### src/rtl/frame_scheduler.sv
// Per-frame sequencer: capture -> integral image -> detection -> publish, with an
// engine watchdog that pulses eng_rst and falls back to IDLE when DETECT stalls.
module frame_scheduler #(
    parameter int unsigned         WIDTH_POSI     = 8,
    parameter int unsigned         TIMEOUT_W      = 24,
    parameter logic [TIMEOUT_W-1:0] TIMEOUT_CYCLES = 24'd5_000_000,
    parameter logic [2:0]          RECOVER_CYCLES = 3'd4
) (
    input  logic                  clk,
    input  logic                  rst,
    input  logic                  enable,
    output logic                  cam_capture_start,
    input  logic                  cam_frame_done,
    output logic                  integ_start,
    input  logic                  integ_done,
    output logic                  new_image_ready,
    input  logic                  write_next_frame,
    input  logic                  det_start,
    input  logic [WIDTH_POSI-1:0] xpos,
    input  logic [WIDTH_POSI-1:0] ypos,
    input  logic [WIDTH_POSI-1:0] length,
    output logic                  det_done,
    output logic                  eng_rst,
    output logic                  res_valid,
    output logic [WIDTH_POSI-1:0] res_x,
    output logic [WIDTH_POSI-1:0] res_y,
    output logic [WIDTH_POSI-1:0] res_len,
    output logic [3:0]            res_count,
    output logic [15:0]           frame_count,
    output logic                  timeout_flag,
    output logic [2:0]            state
);

    typedef enum logic [2:0] {
        StIdle    = 3'd0,
        StCapture = 3'd1,
        StInteg   = 3'd2,
        StDetect  = 3'd3,
        StPublish = 3'd4,
        StRecover = 3'd5
    } state_e;

    localparam logic [TIMEOUT_W-1:0] WDOG_LAST    = TIMEOUT_CYCLES - 1'b1;
    localparam logic [2:0]           RECOVER_LAST = RECOVER_CYCLES - 3'd1;

    state_e                r_state;
    logic                  r_cam_start;
    logic                  r_integ_start;
    logic                  r_nir;
    logic                  r_det_done;
    logic                  r_eng_rst;
    logic                  r_timeout;
    logic [TIMEOUT_W-1:0]  r_wdog;
    logic [2:0]            r_rec_cnt;
    logic [3:0]            r_cnt;
    logic [WIDTH_POSI-1:0] r_best_x;
    logic [WIDTH_POSI-1:0] r_best_y;
    logic [WIDTH_POSI-1:0] r_best_len;
    logic                  r_res_valid;
    logic [WIDTH_POSI-1:0] r_res_x;
    logic [WIDTH_POSI-1:0] r_res_y;
    logic [WIDTH_POSI-1:0] r_res_len;
    logic [3:0]            r_res_count;
    logic [15:0]           r_frame_count;

    always_ff @(posedge clk) begin
        if (rst) begin
            r_state       <= StIdle;
            r_cam_start   <= 1'b0;
            r_integ_start <= 1'b0;
            r_nir         <= 1'b0;
            r_det_done    <= 1'b0;
            r_eng_rst     <= 1'b0;
            r_timeout     <= 1'b0;
            r_wdog        <= '0;
            r_rec_cnt     <= '0;
            r_cnt         <= '0;
            r_best_x      <= '0;
            r_best_y      <= '0;
            r_best_len    <= '0;
            r_res_valid   <= 1'b0;
            r_res_x       <= '0;
            r_res_y       <= '0;
            r_res_len     <= '0;
            r_res_count   <= '0;
            r_frame_count <= '0;
        end else begin
            r_cam_start   <= 1'b0;
            r_integ_start <= 1'b0;
            r_det_done    <= 1'b0;
            case (r_state)
                StIdle: begin
                    if (enable) begin
                        r_state     <= StCapture;
                        r_cam_start <= 1'b1;
                    end
                end
                StCapture: begin
                    if (cam_frame_done) begin
                        r_state       <= StInteg;
                        r_integ_start <= 1'b1;
                    end
                end
                StInteg: begin
                    if (integ_done) begin
                        r_state    <= StDetect;
                        r_nir      <= 1'b1;
                        r_cnt      <= '0;
                        r_best_x   <= '0;
                        r_best_y   <= '0;
                        r_best_len <= '0;
                        r_wdog     <= '0;
                    end
                end
                StDetect: begin
                    if (det_start) begin
                        r_det_done <= 1'b1;
                        // Strictly-greater keeps the earliest of equal-length detections.
                        if (r_cnt == 4'd0 || length > r_best_len) begin
                            r_best_x   <= xpos;
                            r_best_y   <= ypos;
                            r_best_len <= length;
                        end
                        if (r_cnt != 4'hF) r_cnt <= r_cnt + 4'd1;
                    end
                    if (write_next_frame) begin
                        r_state <= StPublish;
                        r_nir   <= 1'b0;
                    end else if (r_wdog == WDOG_LAST) begin
                        r_state   <= StRecover;
                        r_nir     <= 1'b0;
                        r_eng_rst <= 1'b1;
                        r_timeout <= 1'b1;
                        r_rec_cnt <= '0;
                    end else begin
                        r_wdog <= r_wdog + 1'b1;
                    end
                end
                StPublish: begin
                    r_res_x       <= r_best_x;
                    r_res_y       <= r_best_y;
                    r_res_len     <= r_best_len;
                    r_res_count   <= r_cnt;
                    r_res_valid   <= (r_cnt != 4'd0);
                    r_frame_count <= r_frame_count + 16'd1;
                    if (enable) begin
                        r_state     <= StCapture;
                        r_cam_start <= 1'b1;
                    end else begin
                        r_state <= StIdle;
                    end
                end
                StRecover: begin
                    if (r_rec_cnt == RECOVER_LAST) begin
                        r_eng_rst <= 1'b0;
                        r_state   <= StIdle;
                    end else begin
                        r_rec_cnt <= r_rec_cnt + 3'd1;
                    end
                end
                default: r_state <= StIdle;
            endcase
        end
    end

    assign state             = r_state;
    assign cam_capture_start = r_cam_start;
    assign integ_start       = r_integ_start;
    assign new_image_ready   = r_nir;
    assign det_done          = r_det_done;
    assign eng_rst           = r_eng_rst;
    assign timeout_flag      = r_timeout;
    assign res_valid         = r_res_valid;
    assign res_x             = r_res_x;
    assign res_y             = r_res_y;
    assign res_len           = r_res_len;
    assign res_count         = r_res_count;
    assign frame_count       = r_frame_count;

endmodule
### config.mk
export PLATFORM = sky130hd
export DESIGN_NAME = frame_scheduler
export DESIGN_NICKNAME = d
export VERILOG_FILES = /design/src/rtl/frame_scheduler.sv
export SDC_FILE = /design/constraint.sdc
export NUM_CORES = 1
export LEC_CHECK = 0
export CORE_ASPECT_RATIO = 0.7
export CORE_MARGIN = 2
export CORE_UTILIZATION = 41
export DETAILED_ROUTE_END_ITERATION = 8
export DONT_BUFFER_PORTS = 1
export GPL_ROUTABILITY_DRIVEN = 0
export PLACE_DENSITY = 0.59
export SYNTH_ARGS = -nofsm -noshare
export SYNTH_HDL_FRONTEND = slang
export SYNTH_SLANG_ARGS = --single-unit
### constraint.sdc
create_clock -name clk -period 1.94 [get_ports clk]
set_input_delay 0.291 -clock clk [delete_from_list [all_inputs] [get_ports clk]]
set_output_delay 0.291 -clock clk [all_outputs]
set_load 0.01 [all_outputs]
; ---- Word level (Yosys, flattened, before mapping)
; Cells that the tools add are included.
[word_totals]
regBits = 109
latch_bits = 0
ramBits = 0
romBits = 0
in_bits = 31
output_inout_bits = 54
wordCells = 107
mem_count = 0
[classes]
n_addsub = 4
multipliers = 0
n_div = 0
order_cmp = 1
n_eq_ne = 20
shifts = 0
mux = 41
n_bitwise = 4
reduce_logical = 18
[op_table]
columns = cell, n
row1 = 24-bit 2-to-1 mux, 3
row2 = 8-bit 2-to-1 mux, 7
row3 = 24-bit case mux with 2 select lines, 1
row4 = 8-bit case mux with 2 select lines, 3
row5 = 3-bit 2-to-1 mux, 9
row6 = "24-bit by 1-bit adder with 24-bit output, second input constant", 1
row7 = "24-bit by 23-bit == test with 1-bit output, second input constant", 1
row8 = "2-bit != test, second input constant", 11
row9 = 4-bit AND reduction, 5
row10 = 3-bit case mux with 6 select lines, 1
row11 = "16-bit by 1-bit adder with 16-bit output, second input constant", 1
row12 = 4-bit 2-to-1 mux, 3
row13 = 1-bit 2-to-1 mux, 10
row14 = "3-bit by 2-bit == test with 1-bit output, second input constant", 3
row15 = 8-bit greater-than comparator, 1
row16 = 4-bit case mux with 2 select lines, 1
row17 = 2-bit OR reduction, 4
row18 = "3-bit == test, second input constant", 2
row19 = 3-bit case mux with 2 select lines, 1
row20 = 3-bit AND reduction, 2
row21 = 5-bit AND reduction, 1
row22 = "4-bit by 1-bit adder with 4-bit output, second input constant", 1
row23 = 4-bit logical NOT, 1
row24 = "4-bit != test, second input constant", 1
row25 = 9 further kinds, 14

; ---- Longest topological paths before layout
[logic_depth]
ltp_word = 5
mapped_depth = 9
ltp_nobuf = 7

; ---- Worst setup path after synthesis
; No wires, ideal clock.
[synth_timing]
path_type = flip-flop to flip-flop
startpoint = register r_wdog[6]
endpoint = register r_rec_cnt[2]
arrival_time_ns = 2.023
path_slack_ns = -0.211
stages_incl_launch_ff = 6
path_buffers = 0
period_less_slack_ns = 2.151
cell_sequence = dfxtp_1 > or4_1 > or4_4 > or3_1 > a31oi_1 > nor2_1
[synth_via]
elab_chain_cells = 3
[synth_rtl]
columns = item, line
row1 = start: declaration, 53  ; logic [TIMEOUT_W-1:0] r_wdog;
row2 = start signal: assignment, 136  ; r_wdog <= r_wdog + 1'b1;
row3 = 24-bit by 23-bit == test with 1-bit output, 129  ; end else if (r_wdog == WDOG_LAST) begin
row4 = 2-bit != test (no source line), --
row5 = 4-bit AND reduction (no source line), --
row6 = end signal: assignment, 158  ; r_rec_cnt <= r_rec_cnt + 3'd1;
row7 = end: declaration, 54  ; logic [2:0] r_rec_cnt;
; Every way passes these cells.
; A chain may end at the register's enable or synchronous reset.

; ---- Worst setup path in the final report
; Same ends and word-level chain as after synthesis.

==> metrics.md <==
| Metric | Value |
|---|---|
| Outcome | finished with violations |
| Failing checks | negative setup slack |
| Drt pass-1 iters | 5 |
| Final critical-path setup slack | -269 ps |
| Post-synth cell types | 52 |
| Nature of the critical path startpoint | flop |
| Max clock buf depth | 2 |
| Number of hold violations in the final report | 0 |
| Syn_nets | roughly 630 |
| Die W | around 140 µm |
| Sw Pwr | 1.00 mW |
| Vias per Instance | approximately 5.3 |
| Finished Core Util | roughly half |
| Fillers | roughly 1100 |
| Most used DFF post-synth | dfxtp_1 |
| Reg2reg path depth | 5 |
| All-Layer GR Usage | between 10% and 20% |
| Initial core utilization | around 43% |
| Storage element area | ~2200 µm² |
| Cts bufs inserted | 9 |
| Pint | between 3 and 4 mW |
| Worst VDD drop | just under 0.4 mV |
| Synthesized flop and latch total | approximately 110 |
| Slowest stage cell, crit path | or4_4 |
| Flop pwr share | 50.2% |
| R2R Path Start | r_wdog[6] |
| Final Max Slew Viols | 0 |
| DP Cell Count | between 700 and 800 |
| Initial antenna violation count | 0 |
| Hold endpoint | det_done |
| Largest area contributor in the netlist | dfxtp_1 |
| Area Growth Syn to Fin | 17.0% |
| Core area | between 10000 and 15000 µm² |
| Final Net Count | 658 |
| CP cell instances | or4_4, or4_4, or3_4, a31oi_4, nor2_1 |
| Depth of the CTS H-tree | 3 |
| FF-to-FF setup slack | -270 ps |
| Number of synthesized flops with an enable pin | 0 |
| Slew @ Worst Pin | between 600 and 700 ps |
| Number of buffers added on ports | 0 |
| Share of layout cells above drive strength 1 | between 10% and 20% |
| Routed Antenna Nets | 0 |
| Synthesized cell area | 5080 µm² |
| Rows | 33 |
| Clock sink count | around 110 |
| Synthesized area per cell | approximately 8.6 µm² |
| Relative slew slack | between 50% and 60% |
| Final setup vio count | 29 |
| Yosys top cell area share | ~43% |
| Clock Latency Late Sink | 350 ps |
| Worst Hold Class | input pin to flop |
| Crit path time final | roughly 2200 ps |
| Vias in the first global route | between 3000 and 4000 |
| Via count | between 4000 and 5000 |
| Clock Skews | 6.28 ps |
| Fin crit share | 114% |
| Gr ovfl total | 0 |
| Crit path max-delay family | simple AND/OR/NAND/NOR gates |
| Inserted Diodes | 0 |
| Worst hold slack | between 15 and 20 ps |
| Max_cap viols | 0 |
| Worst Setup End Kind | flop |
| Largest net degree at the start of global routing | 111 |
| Leak | 2.00 nW |
| Top-count cell post-synth | dfxtp_1 |
| Ports | 85 |
| Worst r2r dst | r_rec_cnt[2] |
| Avg WL per Cell | between 15 and 20 µm |
| Iter 0 DRT Violations | ~200 |
| Most used cell, CP | or4_4 |
| Switching portion of total power | roughly 22% |
| Crit path max fanout | 5 |
| Arrival time at the worst endpoint | about 2500 ps |
| CP max stage delay | ~570 ps |
| Root Buffer Master | clkbuf_16 |
| Height of the die | 97.1 µm |
| DP HPWL | 8140 µm |
| Synth area leaders | dfxtp_1 (43%), nand2_1 (6.4%), a21oi_1 (5.4%) |
| Die area | around 13000 µm² |
| Hold path startpoint | rst |
| First-pass GRT wire length | 18800 µm |
| Clock slew at reported path FFs | approximately 70 ps |
| Seq/Total Area, Yosys | between 40% and 50% |
| Worst hold stages | 1 |
| Commonest cells in the netlist | dfxtp_1 (109), nand2_1 (87), a21oi_1 (55) |
| Critical path class | flop to flop |
| Multi-input logic area | 2730 µm² |
| Comb pwr share | under 10% |
| CP bufs+invs | 0 |
| Syn Inst Count | 588 |
| Req. time, crit path | roughly 2200 ps |
| Fin cells | roughly 780 |
| Residual DRC | 0 |
| RSZ-0062 raised after global routing | true |
| Clock network fraction of total power | between 40% and 50% |
| Ys async rst share | 0% |
| Power Density | 758 nW/µm² |
| Yosys Warn Count | 0 |
| Fmax | 453 MHz |
| TritonCTS clock tree | done |
| Final wirelength | about 12000 µm |
## registers in the layout, summed over array words and instances (netlist names), 4 cells and up
signal and flops:
r_wdog 24, frame_count 16, r_best_len 8, r_best_x 8
r_best_y 8, res_len 8, res_x 8, res_y 8
r_cnt 4, res_count 4
## cells by family (layout without fill, tap and decap cells)
family	count (synthesis)	in the layout	share of synthesized area, %
mux	27	27	5.32
xor+xnor	16	16	2.76
flops	109	109	43.0
simple gates	259	259	27.0
buf+inv	56	86	4.73
compound gates	107	107	13.7
fa+ha+maj	14	14	3.45
## worst max path at each step
stage               slack [ps]        from           end  cells after the start
finish                    -270   r_wdog[6]  r_rec_cnt[2]                      5
global route              -310  r_wdog[12]       eng_rst                      5
CTS                       -220   r_wdog[6]  r_rec_cnt[2]                      5
detailed placement        -240  r_wdog[23]  r_rec_cnt[2]                      5
global placement          -220  r_wdog[23]  r_rec_cnt[2]                      5
floorplan                 -170   r_wdog[6]  r_rec_cnt[2]                      5
## metrics by stage
| step | setup TNS (ps) | instance area [µm²] | power, mW | setup WS [ps] |
|---|---|---|---|---|
| final | -5260 | 5940 | 4.50 | -269 |
| after detailed placement | -4750 | 5530 | 2.54 | -237 |
| after CTS | -4620 | 5870 | 4.55 | -218 |
| after global routing | -6740 | 5940 | 4.66 | -308 |
| after floorplan | -2720 | 5090 | 2.50 | -173 |
| after global placement | -3980 | 5530 | 2.54 | -223 |
## cell type report
cell class | instances | area share [%]
tap | 157 | 3.31
inverter | 20 | 1.26
multi-input combinational | 423 | 46.0
clock buffer | 9 | 3.79
sequential | 109 | 36.8
clock inverter | 7 | 1.73
timing repair buffer | 50 | 7.14
## power by group through the flow
stage                     clock, mW  sequential, mW  combinational [mW]
after global routing           2.15            2.26               0.252
after CTS                      2.07            2.26               0.228
after global placement            0            2.31               0.226
after detailed placement          0            2.31               0.228
after floorplan                   0            2.31               0.186
final                          2.01            2.26               0.229
## layout by cell type (no fill, tap or decap), drive strengths merged, types with 5 or more instances in the layout
| cell | netlist | final |
|---|---|---|
| xnor2 | 8 | 8 |
| dfxtp | 109 | 109 |
| nand3 | 12 | 12 |
| ha | 14 | 14 |
| o21ai | 11 | 11 |
| xor2 | 8 | 8 |
| nor3 | 6 | 6 |
| mux2i | 27 | 27 |
| nand2b | 31 | 31 |
| nand2 | 87 | 87 |
| inv | 20 | 23 |
| nand3b | 25 | 25 |
| clkbuf | 29 | 9 |
| o211ai | 5 | 5 |
| or4 | 16 | 16 |
| o31ai | 9 | 9 |
| buf | 7 | 50 |
| or3 | 11 | 11 |
| and3 | 8 | 8 |
| nor2 | 33 | 33 |
| a21oi | 61 | 61 |
| nand4 | 14 | 14 |
## metal layers
metal / part of all wire (%) / global-route usage (%) / routed length [µm] / vias up
li1: - / - / - / 2114
met2: 44 / 26.4 / 5140 / 81
met4: 1.1 / 4.60 / 128 / 0
met5: 0 / 0 / 0 / -
met1: 49 / 23.9 / 5800 / 1934
met3: 6.2 / 5.48 / 735 / 10
## timing repair
item,4_1_cts,5_1_grt
gates resized for setup,3,14
hold buffers,0,0
pin swaps,3,6
setup endpoints to repair,29,30
cloned,0,0
buffers inserted,1,0
Note: power is estimated with default switching activity, not from simulation.
